--- config.mk ---
export PLATFORM = sky130hd
export DESIGN_NAME = adc78h90_scan
export DESIGN_NICKNAME = d
export VERILOG_FILES = /design/src/rtl/adc78h90_scan.sv
export SDC_FILE = /design/constraint.sdc
export NUM_CORES = 1
export LEC_CHECK = 0
export BUFFER_PORTS_ARGS = -buffer_cell sky130_fd_sc_hd__buf_4
export CORE_MARGIN = 10
export CORE_UTILIZATION = 52
export DETAILED_ROUTE_END_ITERATION = 10
export GPL_ROUTABILITY_DRIVEN = 1
export HOLD_SLACK_MARGIN = 0.05
export PLACE_DENSITY = 0.76
export SLEW_MARGIN = 10
export SYNTH_ARGS = -nofsm -noshare
export SYNTH_HDL_FRONTEND = slang
export SYNTH_SLANG_ARGS = --single-unit
--- constraint.sdc ---
create_clock -name IF_clk -period 2.7 [get_ports IF_clk]
set_input_delay 0.135 -clock IF_clk [delete_from_list [all_inputs] [get_ports IF_clk]]
set_output_delay 0.135 -clock IF_clk [all_outputs]
set_load 0.01 [all_outputs]
--- src/rtl/adc78h90_scan.sv ---
// adc78h90_scan: free-running channel scanner for the ADC78H90 12-bit SPI ADC.
// Each frame sends the next channel address on ADCMOSI and captures the result of the
// previous conversion from ADCMISO. The latest result per channel is published on ch_data.
// Optional build macro ADC78H90_AVG_EN turns each slot into a 4-sample exponential average.
module adc78h90_scan #(
  parameter int unsigned CLK_DIV = 8,
  parameter int unsigned NCH     = 4
) (
  input  logic              IF_clk,
  input  logic              IF_rst_n,
  input  logic              scan_en,
  output logic              ADCCLK,
  output logic              nADCCS,
  output logic              ADCMOSI,
  input  logic              ADCMISO,
  output logic [NCH*12-1:0] ch_data,
  output logic              ch_valid,
  output logic [2:0]        ch_idx
);

  localparam int unsigned CW = 9;
  localparam logic [CW-1:0] HALF_LAST = CW'(CLK_DIV - 1);
  localparam logic [CW-1:0] GAP_LAST  = CW'(2 * CLK_DIV - 1);
  localparam logic [2:0]    FIRST_ADD = (NCH == 1) ? 3'd0 : 3'd1;
  localparam logic [2:0]    LAST_CH   = 3'(NCH - 1);

  typedef enum logic [2:0] {IDLE, SETUP, SHIFT, HOLD, GAP} state_t;

  state_t              state_q, state_d;
  logic [CW-1:0]       cnt_q, cnt_d;
  logic [4:0]          half_q, half_d;
  logic [15:0]         sr_q, sr_d;
  logic [11:0]         rx_q, rx_d;
  logic [2:0]          add_q, add_d;
  logic [2:0]          cur_ch_q, cur_ch_d;
  logic                discard_q, discard_d;
  logic                sclk_q, sclk_d;
  logic                cs_n_q, cs_n_d;
  logic                mosi_q, mosi_d;
  logic [NCH*12-1:0]   data_q, data_d;
  logic                valid_q, valid_d;
  logic [2:0]          idx_q, idx_d;
  logic [2:0]          nxt_ch_c;
`ifdef ADC78H90_AVG_EN
  logic [13:0]         acc_q [NCH];
  logic [13:0]         acc_d [NCH];
`endif

  // Channel following the one converted in the current frame (wraps at NCH).
  assign nxt_ch_c = (cur_ch_q == LAST_CH) ? 3'd0 : cur_ch_q + 3'd1;

  // Next-state and registered-output logic for the frame sequencer.
  always_comb begin
    state_d   = state_q;
    cnt_d     = cnt_q;
    half_d    = half_q;
    sr_d      = sr_q;
    rx_d      = rx_q;
    add_d     = add_q;
    cur_ch_d  = cur_ch_q;
    discard_d = discard_q;
    sclk_d    = sclk_q;
    cs_n_d    = cs_n_q;
    mosi_d    = mosi_q;
    data_d    = data_q;
    valid_d   = 1'b0;
    idx_d     = idx_q;
`ifdef ADC78H90_AVG_EN
    acc_d     = acc_q;
`endif

    case (state_q)
      IDLE: begin
        sclk_d = 1'b1;
        cs_n_d = 1'b1;
        if (scan_en) begin
          state_d   = SETUP;
          cnt_d     = '0;
          cs_n_d    = 1'b0;
          discard_d = 1'b1;
          add_d     = FIRST_ADD;
          sr_d      = {2'b00, FIRST_ADD, 11'b0};
        end
      end

      SETUP: begin
        cnt_d = cnt_q + 1'b1;
        if (cnt_q == HALF_LAST) begin
          state_d = SHIFT;
          cnt_d   = '0;
          half_d  = '0;
          sclk_d  = 1'b0;
          mosi_d  = sr_q[15];
          sr_d    = {sr_q[14:0], 1'b0};
        end
      end

      SHIFT: begin
        cnt_d = cnt_q + 1'b1;
        if (cnt_q == HALF_LAST) begin
          cnt_d = '0;
          if (half_q == 5'd31) begin
            state_d = HOLD;
          end else begin
            half_d = half_q + 5'd1;
            if (!sclk_q) begin
              sclk_d = 1'b1;
              rx_d   = {rx_q[10:0], ADCMISO};
            end else begin
              sclk_d = 1'b0;
              mosi_d = sr_q[15];
              sr_d   = {sr_q[14:0], 1'b0};
            end
          end
        end
      end

      HOLD: begin
        cnt_d = cnt_q + 1'b1;
        if (cnt_q == HALF_LAST) begin
          state_d = GAP;
          cnt_d   = '0;
          cs_n_d  = 1'b1;
          mosi_d  = 1'b0;
          if (discard_q) begin
            discard_d = 1'b0;
            cur_ch_d  = add_q;
          end else begin
            valid_d  = 1'b1;
            idx_d    = cur_ch_q;
            cur_ch_d = nxt_ch_c;
            for (int unsigned k = 0; k < NCH; k++) begin
              if (cur_ch_q == 3'(k)) begin
`ifdef ADC78H90_AVG_EN
                acc_d[k] = acc_q[k] + 14'(rx_q) - (acc_q[k] >> 2);
                data_d[12*k +: 12] = acc_d[k][13:2];
`else
                data_d[12*k +: 12] = rx_q;
`endif
              end
            end
          end
        end
      end

      GAP: begin
        cnt_d = cnt_q + 1'b1;
        if (cnt_q == GAP_LAST) begin
          cnt_d = '0;
          if (scan_en) begin
            state_d = SETUP;
            cs_n_d  = 1'b0;
            add_d   = nxt_ch_c;
            sr_d    = {2'b00, nxt_ch_c, 11'b0};
          end else begin
            state_d = IDLE;
          end
        end
      end

      default: state_d = IDLE;
    endcase
  end

  // State and output registers; reset returns the pins to their idle levels at once.
  always_ff @(posedge IF_clk or negedge IF_rst_n) begin
    if (!IF_rst_n) begin
      state_q   <= IDLE;
      cnt_q     <= '0;
      half_q    <= '0;
      sr_q      <= '0;
      rx_q      <= '0;
      add_q     <= '0;
      cur_ch_q  <= '0;
      discard_q <= 1'b0;
      sclk_q    <= 1'b1;
      cs_n_q    <= 1'b1;
      mosi_q    <= 1'b0;
      data_q    <= '0;
      valid_q   <= 1'b0;
      idx_q     <= '0;
`ifdef ADC78H90_AVG_EN
      for (int unsigned k = 0; k < NCH; k++) acc_q[k] <= '0;
`endif
    end else begin
      state_q   <= state_d;
      cnt_q     <= cnt_d;
      half_q    <= half_d;
      sr_q      <= sr_d;
      rx_q      <= rx_d;
      add_q     <= add_d;
      cur_ch_q  <= cur_ch_d;
      discard_q <= discard_d;
      sclk_q    <= sclk_d;
      cs_n_q    <= cs_n_d;
      mosi_q    <= mosi_d;
      data_q    <= data_d;
      valid_q   <= valid_d;
      idx_q     <= idx_d;
`ifdef ADC78H90_AVG_EN
      acc_q     <= acc_d;
`endif
    end
  end

  assign ADCCLK   = sclk_q;
  assign nADCCS   = cs_n_q;
  assign ADCMOSI  = mosi_q;
  assign ch_data  = data_q;
  assign ch_valid = valid_q;
  assign ch_idx   = idx_q;

endmodule
* Word-level counts from Yosys, hierarchy flattened
Cells that the tools add are included.
** Cells by class
- Shifts and indexed selects :: 0
- Multiplexer cells :: 49
- $lt $le $gt $ge :: 0
- Multipliers :: 0
- Add/subtract/negate cells :: 3
- Bitwise operators :: 3
- Equality and inequality tests :: 19
- Reductions and logical operators :: 27
- Divide/modulo/power cells :: 0
** Operators with widths (count)
- $mux W16 :: 7
- $pmux W16 S4 :: 1
- $reduce_and A4 Y1 :: 9
- $mux W3 :: 10
- $mux W9 :: 3
- $pmux W9 S3 :: 1
- $ne A2 B2 Y1 const B :: 9
- $mux W1 :: 17
- $mux W5 :: 3
- $pmux W3 S5 :: 1
- $eq A3 B2 Y1 const B :: 4
- $reduce_and A6 Y1 :: 2
- $reduce_bool A3 Y1 :: 4
- $pmux W5 S2 :: 1
- $add A9 B1 Y9 const B :: 1
- $eq A9 B3 Y1 const B :: 1
- $eq A9 B4 Y1 const B :: 1
- $pmux W1 S3 :: 3
- $reduce_and A8 Y1 :: 1
- $eq A3 B1 Y1 const B :: 2
- $logic_not A3 Y1 :: 2
- $pmux W3 S2 :: 1
- $reduce_and A3 Y1 :: 2
- $reduce_bool A2 Y1 :: 3
- other kinds (9) :: 12
** Storage, ports and cells
- Memory bits (writable) :: 0
- Memories kept :: 0
- Bits in latches :: 0
- Output and inout bits :: 55
- Bits in read-only memories :: 0
- Register bits after elaboration :: 107

* Logic depth before layout (Yosys ltp)
Gate-level depths: netlist of run 1.
- Word-level depth :: 5
- Gate-level depth with buffers :: 8

* Least setup slack after synthesis of run 1
OpenSTA, ideal clock, no wires.
- Path type :: register to register
- From :: register half_q[0]
- To :: register sr_q[12]
- Arrival time :: 2.424 ns
- Stages on the path, launching flop included :: 9
- Path slack :: 0.151 ns
- Path buffers :: 1
- Required time :: 2.575 ns
- Cell sequence :: dfrtp_1 > ha_1 > and3_1 > ha_1 > clkbuf_1 > nor4bb_1 > a221oi_1 > a2111oi_4 > mux2_2
** Between the ends
- Longest elaborated chain between the ends :: 3
** Ends and longest elaborated chain
- start: declaration :: line 31 : logic [4:0] half_q, half_d;
- start signal: assignment :: line 188 : half_q <= half_d;
- $eq A5 B5 Y1 :: line 102 : if (half_q == 5'd31) begin
- $ne A2 B2 Y1 (no source line)
- $reduce_and A8 Y1 (no source line)
- end signal: assignment :: line 189 : sr_q <= sr_d;
- end: declaration :: line 32 : logic [15:0] sr_q, sr_d;
No other way between the ends.
A chain may end at the register's enable or synchronous reset.

* Worst setup path after layout of run 1
Same ends and word-level chain as after synthesis.

==> results_dict.tcl, run 1 <==
set metrics [dict create \
    max_stage_delay_ps 440 \
    clk_pin_slew_worst_paths_ps 100 \
    syn-cell-area_mm2 0.00454 \
    clk_latency_ps 370 \
    internal-power_mw 1.81 \
    async_flop_share_pct 100 \
    rsz0062_at_grt "no" \
    period_needed_ps 2470 \
    syn2layout_area_growth_pct 17.5 \
    required_ps 2950 \
    cp_slowest_cell "dfrtp_1" \
    grt_usage_pct 14.6 \
    clock_power_share_pct 38.4 \
    syn_avg_cell_area_um2 12.8 \
    layout_commonest_cell "dfrtp_1" \
    final_cell_mix "94 x dfrtp_1, 70 x buf_4, 36 x mux2_2" \
    synth_area_leaders "dfrtp_1 52%, mux2_4 9.9%, mux2_2 8.9%" \
    tritoncts "done" \
    outcome "complete, no violations" \
    peakVddDrop_v 0.000247 \
    drt_wl_total_um 9250 \
    yosys_most_used_dff "dfrtp_1" \
    clock.fmax_mhz 405 \
    nets 430 \
    worstReg2RegStart "half_q[0]" \
    synth_edf_count 0 \
    whs_ps 190 \
    p_per_area_mw_per_mm2 452 \
    worst_slew_pin_slew_ps 661 \
    io_pins 59 \
    finalSetupTns_ps 0 \
    path_max_fanout 9 \
    power.share.combinational_pct 1.7 \
    arrival_ps 2710 \
    grt_pass1_wl_um 15600 \
    hold_path.startpoint "scan_en" \
    cap_violations 0 \
    dp_hpwl_um 6640 \
    worstSetupStartpoint "half_q[0]" \
    slew-limit-headroom_pct 56.0 \
    start_util_pct 52.9 \
    final-hold-violation-count 0 \
    diodes 0 \
    dieWidth_um 113 \
    fp.dieH_um 113 \
    drc 0 \
    final_antenna_net_count 0 \
    fin_crit_sh_pct 91.4 \
    core-area_mm2 0.00859 \
    layout-drive-gt1-share_pct 40.3 \
    htree_levels 3 \
    postCtsSetupRepairBufs 0 \
    first_pass_iters 4 \
    routed_via_density 5.61 \
    crit_chain "ha_1, and3_1, ha_1, nor4bb_2, a221oi_1, a2111oi_4, mux2_2" \
    grt_overflow 0 \
    synth_seq_area_share_pct 52.9 \
    grt_max_degree 54 \
    power.switching_uw 597 \
    io_buffer_count 58 \
    antenna_found_initial 0 \
    cts_made_buffers 9 \
    place.gp.congestion 0.877 \
    fin_skew_ps 14.3 \
    final-setup-viol-count 0 \
    switching_share_pct 24.8 \
    hold_path_class "input port to register" \
    end_kind "register" \
    ys_seq_elements 96 \
    die_area_mm2 0.0129 \
    clkSinkCount 96 \
    grt_pass1_vias 3091 \
    drtIter0Drc 223 \
    cts_buffer_depth 2 \
    fill_cells 682 \
    rows 34 \
    crit_type "register to register" \
    cts_root_buffer "clkbuf_8" \
    syn-instance-count 354 \
    wire_per_inst_um 17.4 \
    vias 2986 \
    synth.distinct_cells 63 \
    startpoint_type "register" \
    p_leak_nw 2.76 \
    crit_top_cell "ha_1" \
    synth.largest_area_cell "dfrtp_1" \
    synth-warning-count 0 \
    finalMaxSlewViolations 0 \
    yosysTopAreaCellShare_pct 51.8 \
    syn-num-nets 365 \
    seq_power_share_pct 59.9 \
]
-- what timing repair did --
action	in CTS	in global routing
gates resized for setup	0	1
endpoints found under the hold margin	53	0
hold buffers	2	0
endpoints found under the setup margin	0	3
-- layout make-up --
cell class | count | area [um^2] | share of cell area [%]
inverter | 11 | 41.3 | 0.774
multi-input combinational | 228 | 1990 | 37.3
clock buffer | 9 | 124 | 2.32
tap | 108 | 135 | 2.53
clock inverter | 7 | 73.8 | 1.38
sequential | 96 | 2400 | 45.1
timing repair buffer | 73 | 566 | 10.6
-- metrics by stage --
| stage | power, mW | instance area [um^2] | setup WS (ps) | util [%] | instances |
|---|---|---|---|---|---|
| 2_1_floorplan | 1.47 | 4540 | 151 | - | 354 |
| 3_3_place_gp | 1.51 | 5110 | 266 | 59.5 | 514 |
| 3_5_place_dp | 1.51 | 5110 | 241 | 59.5 | 514 |
| 4_1_cts | 2.45 | 5330 | 199 | 62.0 | 532 |
| 5_1_grt | 2.50 | 5340 | 71.9 | 62.1 | 532 |
| 6_report | 2.41 | 5340 | 232 | 62.1 | 532 |
-- layer usage --
layer	GRT usage (%)	vias to the layer above	part of all wire [%]
met2	22.8	74	47
met1	18.6	1491	45
met3	4.15	8	6.7
met5	0	-	0
li1	-	1413	-
met4	5.84	0	0.80
-- worst paths after layout --
check / cells after the start / endpoint / slack [ps]
worst min register to register: 2 / cnt_q[1] / 510
worst min-delay path: 4 / cnt_q[4] / 190
min in group asynchronous: 2 / ch_data[4] / 330
worst max-delay path: 7 / sr_q[12] / 230
worst max register to register: 7 / sr_q[12] / 230
max in group asynchronous: 3 / nADCCS / 1630
-- cell families after synthesis --
kind of cell | Yosys count | synth area share, %
simple gates | 90 | 12.3
buf+inv | 30 | 3.36
fa+ha+maj | 8 | 2.15
flops | 96 | 52.9
mux | 70 | 19.7
xor+xnor | 3 | 0.578
compound gates | 57 | 8.98
-- synth_stat cells (3+ instances only) --
library cell / number
o22ai_1: 6
dfrtp_1: 94
nand3_1: 7
nor2b_1: 3
mux2_2: 36
nand2b_1: 3
o21a_1: 3
clkbuf_1: 11
nor3_1: 6
o21ai_0: 11
nor2_1: 15
nor3b_1: 3
ha_1: 7
mux2_4: 30
a21oi_1: 9
mux2i_1: 4
nand2_1: 26
o31ai_1: 4
or4_1: 3
buf_6: 4
nand3b_4: 3
inv_1: 11
-- flip-flops by register name (all words and copies together), names as in the netlist, 5 cells and up --
register	cells
sr_q	5
cnt_q	9
half_q	5
ch_data	48
rx_q	12
-- power by group through the flow --
stage	sequential, mW	combinational, mW	clock [mW]
after global routing	1.45	0.0477	1.01
after floorplan	1.47	0.00327	0
final	1.44	0.0404	0.926
after CTS	1.44	0.0436	0.957
after global placement	1.47	0.0392	0
after detailed placement	1.47	0.0409	0
-- worst max-delay path: cells and delay by family, from the launching register on --
family / cells / cell delay [ps]
AO/OA/AOI/OAI: 2 / 540
adder cells (fa/ha/maj): 2 / 510
AND/OR/NAND/NOR: 2 / 480
flip-flops: 1 / 440
multiplexers: 1 / 380
Note: power is estimated with default switching activity, not from simulation.
==> run 2: changes to the inputs <==
--- a/config.mk
+++ b/config.mk
@@ -14,2 +14,3 @@
 export PLACE_DENSITY = 0.76
+export RECOVER_POWER = 50
 export SLEW_MARGIN = 10
==> constraint.sdc (replaced) <==
create_clock -name IF_clk -period 2.7 [get_ports IF_clk]
set_input_delay 0.405 -clock IF_clk [delete_from_list [all_inputs] [get_ports IF_clk]]
set_output_delay 0.405 -clock IF_clk [all_outputs]
set_load 0.01 [all_outputs]
==> run 2 against run 1 <==
  * The flow now finishes with violations (capacitance limit, slew limit)
  * Count of clock-buffer cells in the layout is the same
  * Wire length shrank 1.1%
  * Sequential share of layout area grew 0.85 points
  * Non-clock buffer count shrank 2
  * Final area shrank 1.9%
  * Sequential power is essentially flat
  * Highest routed layer unchanged
==> results_dict.tcl, run 2 (synthesized netlist as in run 1, its figures left out) <==
set metrics [dict create \
    grt_pass1_wl_um 15600 \
    io_buffer_count 58 \
    dr_wl_met2_um 4240 \
    slew-limit-headroom_pct -6.70 \
    startpoint_type "register" \
    outcome "finished with violations" \
    period_needed_ps 2460 \
    final_cell_mix "94 x dfrtp_1, 41 x buf_4, 36 x mux2_2" \
    fin_cells 530 \
    start_util_pct 52.9 \
    drt_wl_total_um 9150 \
    tritoncts "done" \
    routed_via_density 5.60 \
    antenna_found_initial 0 \
    first_pass_iters 4 \
    dp.cells 513 \
    nets 428 \
    crit_chain "ha_1, and3_1, ha_1, nor4bb_2, a221oi_1, a2111oi_4, mux2_2" \
    io_pins 59 \
    fin_crit_sh_pct 91.2 \
    violations "capacitance limit, slew limit" \
    required_ps 2960 \
    peakVddDrop_v 0.000233 \
    postCtsSetupRepairBufs 0 \
    layout_commonest_cell "dfrtp_1" \
    arrival_ps 2720 \
    grt_overflow 0 \
    hold_path_class "input port to register" \
    largest_register_ffs 48 \
    fin_area_mm2 0.00524 \
    rows 34 \
    grt_pass1_vias 3087 \
    core-area_mm2 0.00859 \
    fp.dieH_um 113 \
    clkSinkCount 96 \
    drtIter0Drc 150 \
    placed_area_mm2 0.00511 \
    setup_ws_ps 238 \
    max_stage_delay_ps 440 \
    whs_ps 281 \
    grt_max_degree 45 \
    top_layer_used "met4" \
    finalMaxSlewViolations 29 \
    fill_cells 709 \
    final-hold-violation-count 0 \
    multi_input_area_mm2 0.00199 \
    wire_per_inst_um 17.3 \
    final_antenna_net_count 0 \
    finalSetupTns_ps 0 \
    final-setup-viol-count 0 \
    cap_violations 1 \
    cts_made_buffers 9 \
    dp_hpwl_um 6620 \
    preCtsSetupSlack_ps 229 \
    drc 0 \
    fin_skew_ps 15.5 \
    p_leak_nw 2.65 \
    grt_usage_pct 14.6 \
    layout-drive-gt1-share_pct 33.6 \
    clock.fmax_mhz 406 \
    syn2layout_area_growth_pct 15.3 \
    end_kind "register" \
    cp_slowest_cell "dfrtp_1" \
    crit_top_cell "ha_1" \
    htree_levels 3 \
    worst_slew_pin_slew_ps 1600 \
    power_mw 2.51 \
    clk_pin_slew_worst_paths_ps 100 \
    wl_met3_um 532 \
    vias 2969 \
    die_area_mm2 0.0129 \
    crit_type "register to register" \
    cts_root_buffer "clkbuf_8" \
    utilization_pct 61.0 \
    clk_latency_ps 380 \
    dieWidth_um 113 \
    path_max_fanout 9 \
    wirelength_met1_um 4270 \
    place.gp.congestion 0.869 \
    p_per_area_mw_per_mm2 480 \
    regArea_mm2 0.00240 \
    rsz0062_at_grt "no" \
    cts_buffer_depth 2 \
    diodes 0 \
]
==> run 2: cell type report <==
type | instances | share of cell area (%)
Clock inverter | 7 | 1.86
Multi-Input combinational cell | 228 | 38.0
Sequential cell | 96 | 45.9
Tap cell | 108 | 2.58
Timing Repair Buffer | 71 | 8.45
Clock buffer | 9 | 2.36
Inverter | 11 | 0.788
==> run 2: power by group <==
part	total (mW)	leakage (nW)	switching, mW	internal, mW
Combinational	0.0398	1.23	0.0298	0.00998
Clock	1.03	0.112	0.571	0.459
Sequential	1.44	1.30	0.00447	1.44
Total	2.51	2.65	0.605	1.91
==> run 2: worst max-delay path: cells and delay by family, from the launching register on <==
kind	cells	cell delay (ps)
compound gates	2	540
fa+ha+maj	2	520
simple gates	2	500
flops	1	440
mux	1	370
==> run 2: final timing paths <==
check,slack [ps],start,cells after the start,to
max in group asynchronous,560,IF_rst_n,3,nADCCS
worst min register to register,510,cnt_q[1],2,cnt_q[1]
worst max-delay path,240,half_q[0],7,sr_q[12]
min in group asynchronous,980,IF_rst_n,2,ch_data[40]
worst min-delay path,280,ADCMISO,2,rx_q[0]
worst max register to register,240,half_q[0],7,sr_q[12]
==> run 2: per-layer routing <==
layer	vias to the layer above	global-route usage (%)
met1	1484	19.7
met5	-	0
met3	12	3.94
li1	1404	-
met2	69	22.3
met4	0	4.74
==> run 2: timing repair <==
action	4_1_cts	5_1_grt
gates resized for setup	0	1
hold buffers	1	0
setup endpoints to repair	0	2
endpoints found under the hold margin	26	0
